$ cat config.mk
export PLATFORM = sky130hd
export DESIGN_NAME = bus_grant_decoder
export DESIGN_NICKNAME = d
export VERILOG_FILES = /design/src/rtl/bus_grant_decoder.sv
export SDC_FILE = /design/constraint.sdc
export NUM_CORES = 1
export LEC_CHECK = 0
export CORE_MARGIN = 4
export CORE_UTILIZATION = 35
export CTS_CLUSTER_DIAMETER = 80
export DETAILED_ROUTE_END_ITERATION = 7
export PLACE_DENSITY_LB_ADDON = 0.2
export SETUP_SLACK_MARGIN = 0.02
export SYNTH_ARGS = -nofsm -noshare
export SYNTH_HDL_FRONTEND = slang
export SYNTH_SLANG_ARGS = --single-unit
export TNS_END_PERCENT = 10
$ cat constraint.sdc
create_clock -name clk -period 2.5 [get_ports clk]
set_input_delay 0.75 -clock clk [delete_from_list [all_inputs] [get_ports clk]]
set_output_delay 0.75 -clock clk [all_outputs]
set_load 0.01 [all_outputs]
$ cat src/rtl/bus_grant_decoder.sv
// rtl/bus_grant_decoder.sv - registered one-hot bus grant decoder with hold timeout and turnaround
//
// Turns the priority encoder's {valid, index} word into a one-hot grant
// and holds that grant for the owning master until one of three things happens:
// the master finishes, the master drops its request, or the master reaches its
// hold limit. Every change of owner passes through one idle turnaround cycle.
//
// Ports:
//   clk          system clock, rising edge
//   rst_n        synchronous reset, active low
//   enc_in       {valid, index} from the priority encoder
//   req          raw per-master request lines
//   bus_done     the owner is on its last transfer cycle
//   grant        one-hot grant, zero when the bus is unowned
//   grant_valid  high while any grant bit is set
//   grant_idx    index of the current owner, zero when unowned
//   timeout      one-cycle pulse on a forced release
module bus_grant_decoder #(
    parameter int N_MASTERS = 8,
    parameter int IDX_W     = 3,
    parameter int MAX_HOLD  = 64,
    parameter int CNT_W     = 7
) (
    input  logic                 clk,
    input  logic                 rst_n,
    input  logic [IDX_W:0]       enc_in,
    input  logic [N_MASTERS-1:0] req,
    input  logic                 bus_done,
    output logic [N_MASTERS-1:0] grant,
    output logic                 grant_valid,
    output logic [IDX_W-1:0]     grant_idx,
    output logic                 timeout
);

    localparam logic [1:0] ST_IDLE  = 2'd0;
    localparam logic [1:0] ST_OWNED = 2'd1;
    localparam logic [1:0] ST_TURN  = 2'd2;

    // hold_cnt is zero on the grant edge, so the owner has held the bus for
    // MAX_HOLD cycles when the counter reaches MAX_HOLD-1.
    localparam logic [CNT_W-1:0] HOLD_LAST = CNT_W'(MAX_HOLD - 1);

    localparam logic [N_MASTERS-1:0] ONE_HOT_BASE = N_MASTERS'(1);

    logic [1:0]       state;
    logic [IDX_W-1:0] owner_idx;
    logic [CNT_W-1:0] hold_cnt;

    logic             enc_valid;
    logic [IDX_W-1:0] enc_idx;
    logic             owner_req;
    logic             hold_expired;

    assign enc_valid    = enc_in[IDX_W];
    assign enc_idx      = enc_in[IDX_W-1:0];
    assign owner_req    = req[owner_idx];
    assign hold_expired = (hold_cnt == HOLD_LAST);

    always_ff @(posedge clk) begin
        if (!rst_n) begin
            state       <= ST_IDLE;
            owner_idx   <= '0;
            hold_cnt    <= '0;
            grant       <= '0;
            grant_valid <= 1'b0;
            grant_idx   <= '0;
            timeout     <= 1'b0;
        end else begin
            case (state)
                ST_IDLE: begin
                    timeout <= 1'b0;
                    if (enc_valid) begin
                        state       <= ST_OWNED;
                        owner_idx   <= enc_idx;
                        hold_cnt    <= '0;
                        grant       <= ONE_HOT_BASE << enc_idx;
                        grant_valid <= 1'b1;
                        grant_idx   <= enc_idx;
                    end
                end

                ST_OWNED: begin
                    // Completion and abandonment take precedence over the hold
                    // limit, so a master finishing on its last allowed cycle
                    // never sees a timeout pulse. enc_in is deliberately not
                    // looked at here: an owner cannot be preempted.
                    if (bus_done || !owner_req || hold_expired) begin
                        state       <= ST_TURN;
                        hold_cnt    <= '0;
                        grant       <= '0;
                        grant_valid <= 1'b0;
                        grant_idx   <= '0;
                        timeout     <= !bus_done && owner_req;
                    end else begin
                        hold_cnt <= hold_cnt + 1'b1;
                        timeout  <= 1'b0;
                    end
                end

                ST_TURN: begin
                    // Single dead cycle between owners; the request word is
                    // ignored so the earliest re-grant is the following edge.
                    state   <= ST_IDLE;
                    timeout <= 1'b0;
                end

                default: begin
                    state       <= ST_IDLE;
                    hold_cnt    <= '0;
                    grant       <= '0;
                    grant_valid <= 1'b0;
                    grant_idx   <= '0;
                    timeout     <= 1'b0;
                end
            endcase
        end
    end

endmodule

==> impl_results.md, run 1 <==
* Final worst-path cycle share at 0.7969
* Hold Path Class: register to register
* Synth Area per Inst at 9.600 um^2
* DRT iter0 DRCs at 42
* Worst setup EP type: register
* Crit. Startpoint: req[2]
* CTS tree: yes
* NetSw at 0.2045 mW
* Die area at 4242 um^2
* Post-CTS sizing at 0
* R2R cell count at 4
* First-pass GRT wire length at 4.160 mm
* Asr flop ratio synth at 0
* Post-synth top area share at 0.4381
* Count of cell types in the netlist at 33
* Final min period at 1992 ps
* CP Class: primary input to register
* Comb pwr share at 0.179
* Max cap viols at 0
* Register area share after synthesis at 0.4381
* Critical-path cell list: clkdlybuf4s50_1 -> mux2i_1 -> a221oi_4 -> a31oi_4 -> o21ai_0
* Synth top area cells: dfxtp_1 44%, mux2i_1 6.1%, o21ai_0 4.4%
* Pwr dens at 500.1 nW/um^2
* Drt pass-1 iters at 4
* Max Clock Skew at 19.24 ps
* Number of port buffers at 27
* F_max at 502.0 MHz
* Final hold vios at 0
* Number of enable flip-flop cells after synthesis at 0
* # hold bufs at CTS at 0
* Number of global-route vias before repair at 951
* RSZ-0062 raised after global routing: false
* Cells on Worst Hold Path at 2
* Syn Inst Count at 119
* Clock tree buffer depth at 2
* Arrival time worst endpoint at 2250 ps
* Vias per Instance at 4.713
* Clock root buffer: clkbuf_4
* Clock-pin slew on the worst setup and hold paths at 150 ps
* Worst r2r dst: grant[3]$_SDFFE_PN0P_
* Leakage power at 0.5402 nW
* Postcts setup bufs at 0
* Final Setup Violations at 0
* Core area at 3078 um^2
* Row Count at 20
* Wirelength, routed at 2.377 mm
* Worst-Skew Late Latency at 330 ps
* CP max stage delay at 460 ps
* I/O pins at 28
* Dpl hpwl at 1.843 mm
* N_diodes at 0
* Total gr overflow at 0
* Mapped cell area at 1142 um^2
* Final nets at 168
* Slew Limit Fails at 0
* Tot GR Track Use at 0.1244
* Synthesis-to-layout area growth at 31.76%
* Ys flop type: dfxtp_1
* Design Power at 0.7528 mW
* Initial core utilization at 0.3711
* Clk network pwr share at 0.251
* Most frequent cell after synthesis: dfxtp_1
* Crit path max-delay family: compound AO/OA/AOI/OAI gates
* Outcome: finished clean
* Number of synthesized register bits at 25
* Post-synth top area cell: dfxtp_1
* Buffers and inverters on the worst path at 1
* WHS Endpoint: grant[2]$_SDFFE_PN0P_
* Synthesis Warnings at 0
* DR vias at 919
* CP required at 2760 ps
* Setup TNS Final at 0 ps
* Die Y at 65.13 um
* Internal at 0.5483 mW
* Die Span X at 65.13 um
* Max VDD drop at 382.0 uV
* CP startpoint kind: primary input
* Worst R2R Start: owner_idx[0]$_SDFFE_PN0P_
* Measured slew at the worst slew-check pin at 477.1 ps
* Syn_nets at 135
* Initial antenna violation count at 0
* CTS Buf Count at 3
* Global placer's final weighted congestion at 0.8218
* WL per Instance at 12.19 um
* Clk sink count at 25
* Commonest cells in the synthesized netlist: 25 x dfxtp_1, 12 x inv_1, 10 x o21ai_0
* Layout cells sized above 1 at 0.1060
* Largest net degree at the start of global routing at 18
* Crit Path Max Fanout at 17
* H-tree depth at 1
* Drt drc at 0
* Post-route ant nets at 0
* Switching share of power at 0.2716
* Min-delay src: grant[2]$_SDFFE_PN0P_
* Reg power frac at 0.570
* Crit-path slowest cell: clkdlybuf4s50_1
* Flop2flop setup slack at 800 ps
* Slew headroom at 0.6820
per-layer routing:
layer / GRT usage / up-vias / wire length (um)
met3: 0.03761 / 2 / 134
met2: 0.2197 / 20 / 1201
li1: - / 477 / -
met4: 0.02591 / 0 / 13
met1: 0.1491 / 420 / 1028
met5: 0 / - / 0
cell usage in the layout (no fill, tap or decap), types with 2 or more instances in the layout:
| cell type | n |
|---|---|
| o32ai_1 | 2 |
| mux2i_1 | 7 |
| a31oi_1 | 4 |
| inv_1 | 12 |
| nand3b_1 | 4 |
| buf_4 | 6 |
| o21ai_0 | 10 |
| and2_1 | 2 |
| dfxtp_1 | 25 |
| nor2b_1 | 7 |
| nor2_1 | 7 |
| and3_1 | 3 |
| nand2_1 | 7 |
| xor2_1 | 5 |
| nand3_1 | 2 |
| clkdlybuf4s50_1 | 27 |
| or4b_1 | 2 |
| clkbuf_4 | 3 |
logic make-up after synthesis:
kind of cell,Yosys count,share of synthesized area
xor gates and xnor gates,5,0.03833
muxes,7,0.06134
buffers and inverters,17,0.07229
adders and majority gates,1,0.01095
DFF,25,0.4381
and+or+nand+nor,40,0.2125
AOI/OAI and AO/OA,24,0.1665
worst max path at each step:
stage                                endpoint  slack (ps)  cells after the start
floorplan               grant[2]$_SDFFE_PN0P_         720                      4
detailed placement  grant_idx[1]$_SDFFE_PN0P_         120                      5
global route        grant_idx[1]$_SDFFE_PN0P_         380                      5
global placement        grant[4]$_SDFFE_PN0P_         190                      6
CTS                 grant_idx[1]$_SDFFE_PN0P_         490                      5
finish              grant_idx[1]$_SDFFE_PN0P_         510                      5
per-stage QoR:
step | cell area (um^2) | hold slack (ps) | setup WS [ps] | utilization | instances
finish | 1505 | 468.0 | 507.9 | 0.4890 | 195
global route | 1505 | 487.5 | 376.7 | 0.4890 | 195
CTS | 1505 | 471.5 | 491.7 | 0.4890 | 195
detailed placement | 1475 | 451.6 | 123.0 | 0.4793 | 191
global placement | 1475 | 442.2 | 193.8 | 0.4793 | 191
floorplan | 1142 | 430.8 | 717.9 | - | 119
area by class of cell:
type / count / area, um^2
clock inverter: 1 / 7.507
inverter: 12 / 45.04
tap: 44 / 55.05
sequential: 25 / 500.5
fill: 301 / 1573
multi-input combinational: 77 / 559.3
timing repair buffer: 33 / 315.3
clock buffer: 3 / 22.52
tightest hold or removal path: stages (launching register included):
cell and delay (ps):
dfxtp_1 340, inv_1 40, o21ai_1 60
power by group through the flow:
stage	logic [mW]	clock network (mW)	registers [mW]
floorplan	0.0783	0	0.435
global placement	0.134	0	0.437
detailed placement	0.136	0	0.438
CTS	0.137	0.199	0.429
global route	0.149	0.219	0.433
finish	0.135	0.189	0.429
flip-flops by register name, summed over array words and instances (netlist names):
register / count
grant: 8
grant_idx: 3
grant_valid: 1
hold_cnt: 7
owner_idx: 3
state: 2
timeout: 1
No activity file was read; power rests on OpenSTA's default activity.
==> inputs of run 2 (changes only) <==
Clock period 2.5 ns to 2 ns, I/O delays scaled along.
==> impl_results.md, run 2 (synthesis results as in run 1) <==
* Outcome: finished clean
* Core area at 3078 um^2 (unchanged)
* Final min period at 1856 ps
* Initial core utilization at 0.3711 (unchanged)
* Clock tree buffer depth at 2 (unchanged)
* Final Setup Violations at 0 (unchanged)
* Arrival time worst endpoint at 2050 ps (-200 ps)
* DR vias at 972 (+5.8%)
* Clock-pin slew on the worst setup and hold paths at 150 ps (about the same)
* Hold slack at 473.8 ps (+5.778 ps)
* Hold Path Class: register to register
* Vias per Instance at 4.812 (+2.1%)
* Clock root buffer: clkbuf_4
* Max Clock Skew at 9.607 ps (-9.636 ps)
* Number of global-route vias before repair at 990 (+4.1%)
* Crit Path Max Fanout at 17 (unchanged)
* Wirelength, routed at 2.424 mm (+2.0%)
* Die Span X at 65.13 um (unchanged)
* CP max stage delay at 500 ps (+40 ps)
* First-pass GRT wire length at 4.140 mm (-0.48%)
* Postcts setup bufs at 0 (unchanged)
* Min setup slack post-route at 143.7 ps (-364.2 ps)
* Place WS at -196.8 ps (-319.8 ps)
* Die area at 4242 um^2 (unchanged)
* Post-Layout Cell Count at 202 (+3.6%)
* Slew Limit Fails at 0 (unchanged)
* N_diodes at 0 (unchanged)
* CP startpoint kind: primary input
* Clk sink count at 25 (unchanged)
* Max VDD drop at 407.1 uV (+6.6%)
* CP Class: primary input to register
* Final hold vios at 0 (unchanged)
* Placed Cells incl. Taps at 198 (+3.7%)
* Tot GR Track Use at 0.1221 (-0.002347)
* CTS Buf Count at 3 (unchanged)
* F_max at 538.7 MHz
* H-tree depth at 1 (unchanged)
* Slew headroom at 0.6500 (-0.03199)
* I/O pins at 28 (unchanged)
* Most common cell after layout, fill and taps aside: clkdlybuf4s50_1
* CTS tree: yes
* Worst setup EP type: register
* DRT iter0 DRCs at 39 (-7.1%)
* Drt drc at 0 (unchanged)
* Post-route ant nets at 0 (unchanged)
* Dpl hpwl at 1.892 mm (+2.6%)
* # hold bufs at CTS at 0 (unchanged)
* Layout cells sized above 1 at 0.1456 (+0.03961)
* Critical-path cell list: clkdlybuf4s50_1 -> nor2b_1 -> nor3b_1 -> a31oi_4 -> o32ai_1
* Worst-Skew Late Latency at 320 ps (about the same)
* Buffers and inverters on the worst path at 1 (unchanged)
* Largest net degree at the start of global routing at 18 (unchanged)
* Leakage power at 0.5735 nW (+6.2%)
* Largest regs: grant: 8 flops, hold_cnt: 7 flops
* Drt pass-1 iters at 6 (+2)
* Max cap viols at 0 (unchanged)
* Largest register FFs at 8 (unchanged)
* Row Count at 20 (unchanged)
* Post-CTS sizing at 0 (unchanged)
* WL per Instance at 12.00 um (-1.6%)
* RSZ-0062 raised after global routing: false
* Design Power at 0.9552 mW (+27%)
* Pwr dens at 613.2 nW/um^2 (+23%)
* Number of port buffers at 27 (unchanged)
* Crit path max-delay family: compound AO/OA/AOI/OAI gates
* Initial antenna violation count at 0 (unchanged)
* Fill cell count at 303 (+0.66%)
* Total gr overflow at 0 (unchanged)
* Die Y at 65.13 um (unchanged)
* Top reg by flops: grant
* Final core utilization at 0.5061 (+0.01707)
* Final worst-path cycle share at 0.9282
* Crit-path slowest cell: clkdlybuf4s50_1
* Measured slew at the worst slew-check pin at 525.0 ps (+47.99 ps)
* Leading cell types in the layout, fill and taps excluded: 27 x clkdlybuf4s50_1, 25 x dfxtp_1, 13 x buf_4, 12 x inv_1, 10 x o21ai_0
* Global placer's final weighted congestion at 0.8020 (-2.4%)
* Final nets at 175 (+4.2%)
* Synthesis-to-layout area growth at 36.36%
* CP required at 2200 ps (-560 ps)
## run 2: cell types whose count changed in the layout (fill, tap and decap cells not counted), sizes merged
| cell | delta |
|---|---|
| buf | +7 |
## run 2: stage by stage
| step | area [um^2] | TNS (ps) |
|---|---|---|
| 3_5_place_dp | 1528 | -2212 |
| 4_1_cts | 1558 | 0 |
| 6_report | 1558 | 0 |
| 2_1_floorplan | 1142 | 0 |
| 3_3_place_gp | 1528 | -1779 |
| 5_1_grt | 1558 | 0 |
## run 2: power by group
group / switching (mW) / leakage, nW / internal, mW / total (mW)
Combinational: 0.0803 / 0.356 / 0.103 / 0.183
Sequential: 0.0187 / 0.203 / 0.518 / 0.537
Clock: 0.159 / 0.0139 / 0.0764 / 0.235
Total: 0.258 / 0.573 / 0.697 / 0.955
## run 2: cell type report
cell class / instances / area (um^2) / area share
inverter: 12 / 45.04 / 0.02892
clock inverter: 1 / 7.507 / 0.004819
multi-input combinational: 77 / 559.3 / 0.3590
tap: 44 / 55.05 / 0.03534
clock buffer: 3 / 22.52 / 0.01446
timing repair buffer: 40 / 367.9 / 0.2361
sequential: 25 / 500.5 / 0.3213
## run 2: metal layers
metal  vias to the layer above  global-route usage  wire (um)
met1                       438              0.1410       1092
met3                         8             0.04444        171
li1                        492                   -          -
met4                         0             0.02591         40
met2                        34              0.2158       1120
met5                         -                   0          0
## run 2: final timing paths
check | from | end | slack, ps | depth (start not counted)
hold / removal | hold_cnt[6]$_SDFFE_PN0P_ | hold_cnt[6]$_SDFFE_PN0P_ | 470 | 1
setup reg to reg | owner_idx[0]$_SDFFE_PN0P_ | grant[4]$_SDFFE_PN0P_ | 250 | 5
hold reg to reg | hold_cnt[6]$_SDFFE_PN0P_ | hold_cnt[6]$_SDFFE_PN0P_ | 470 | 1
setup / recovery | enc_in[3] | grant[4]$_SDFFE_PN0P_ | 140 | 5
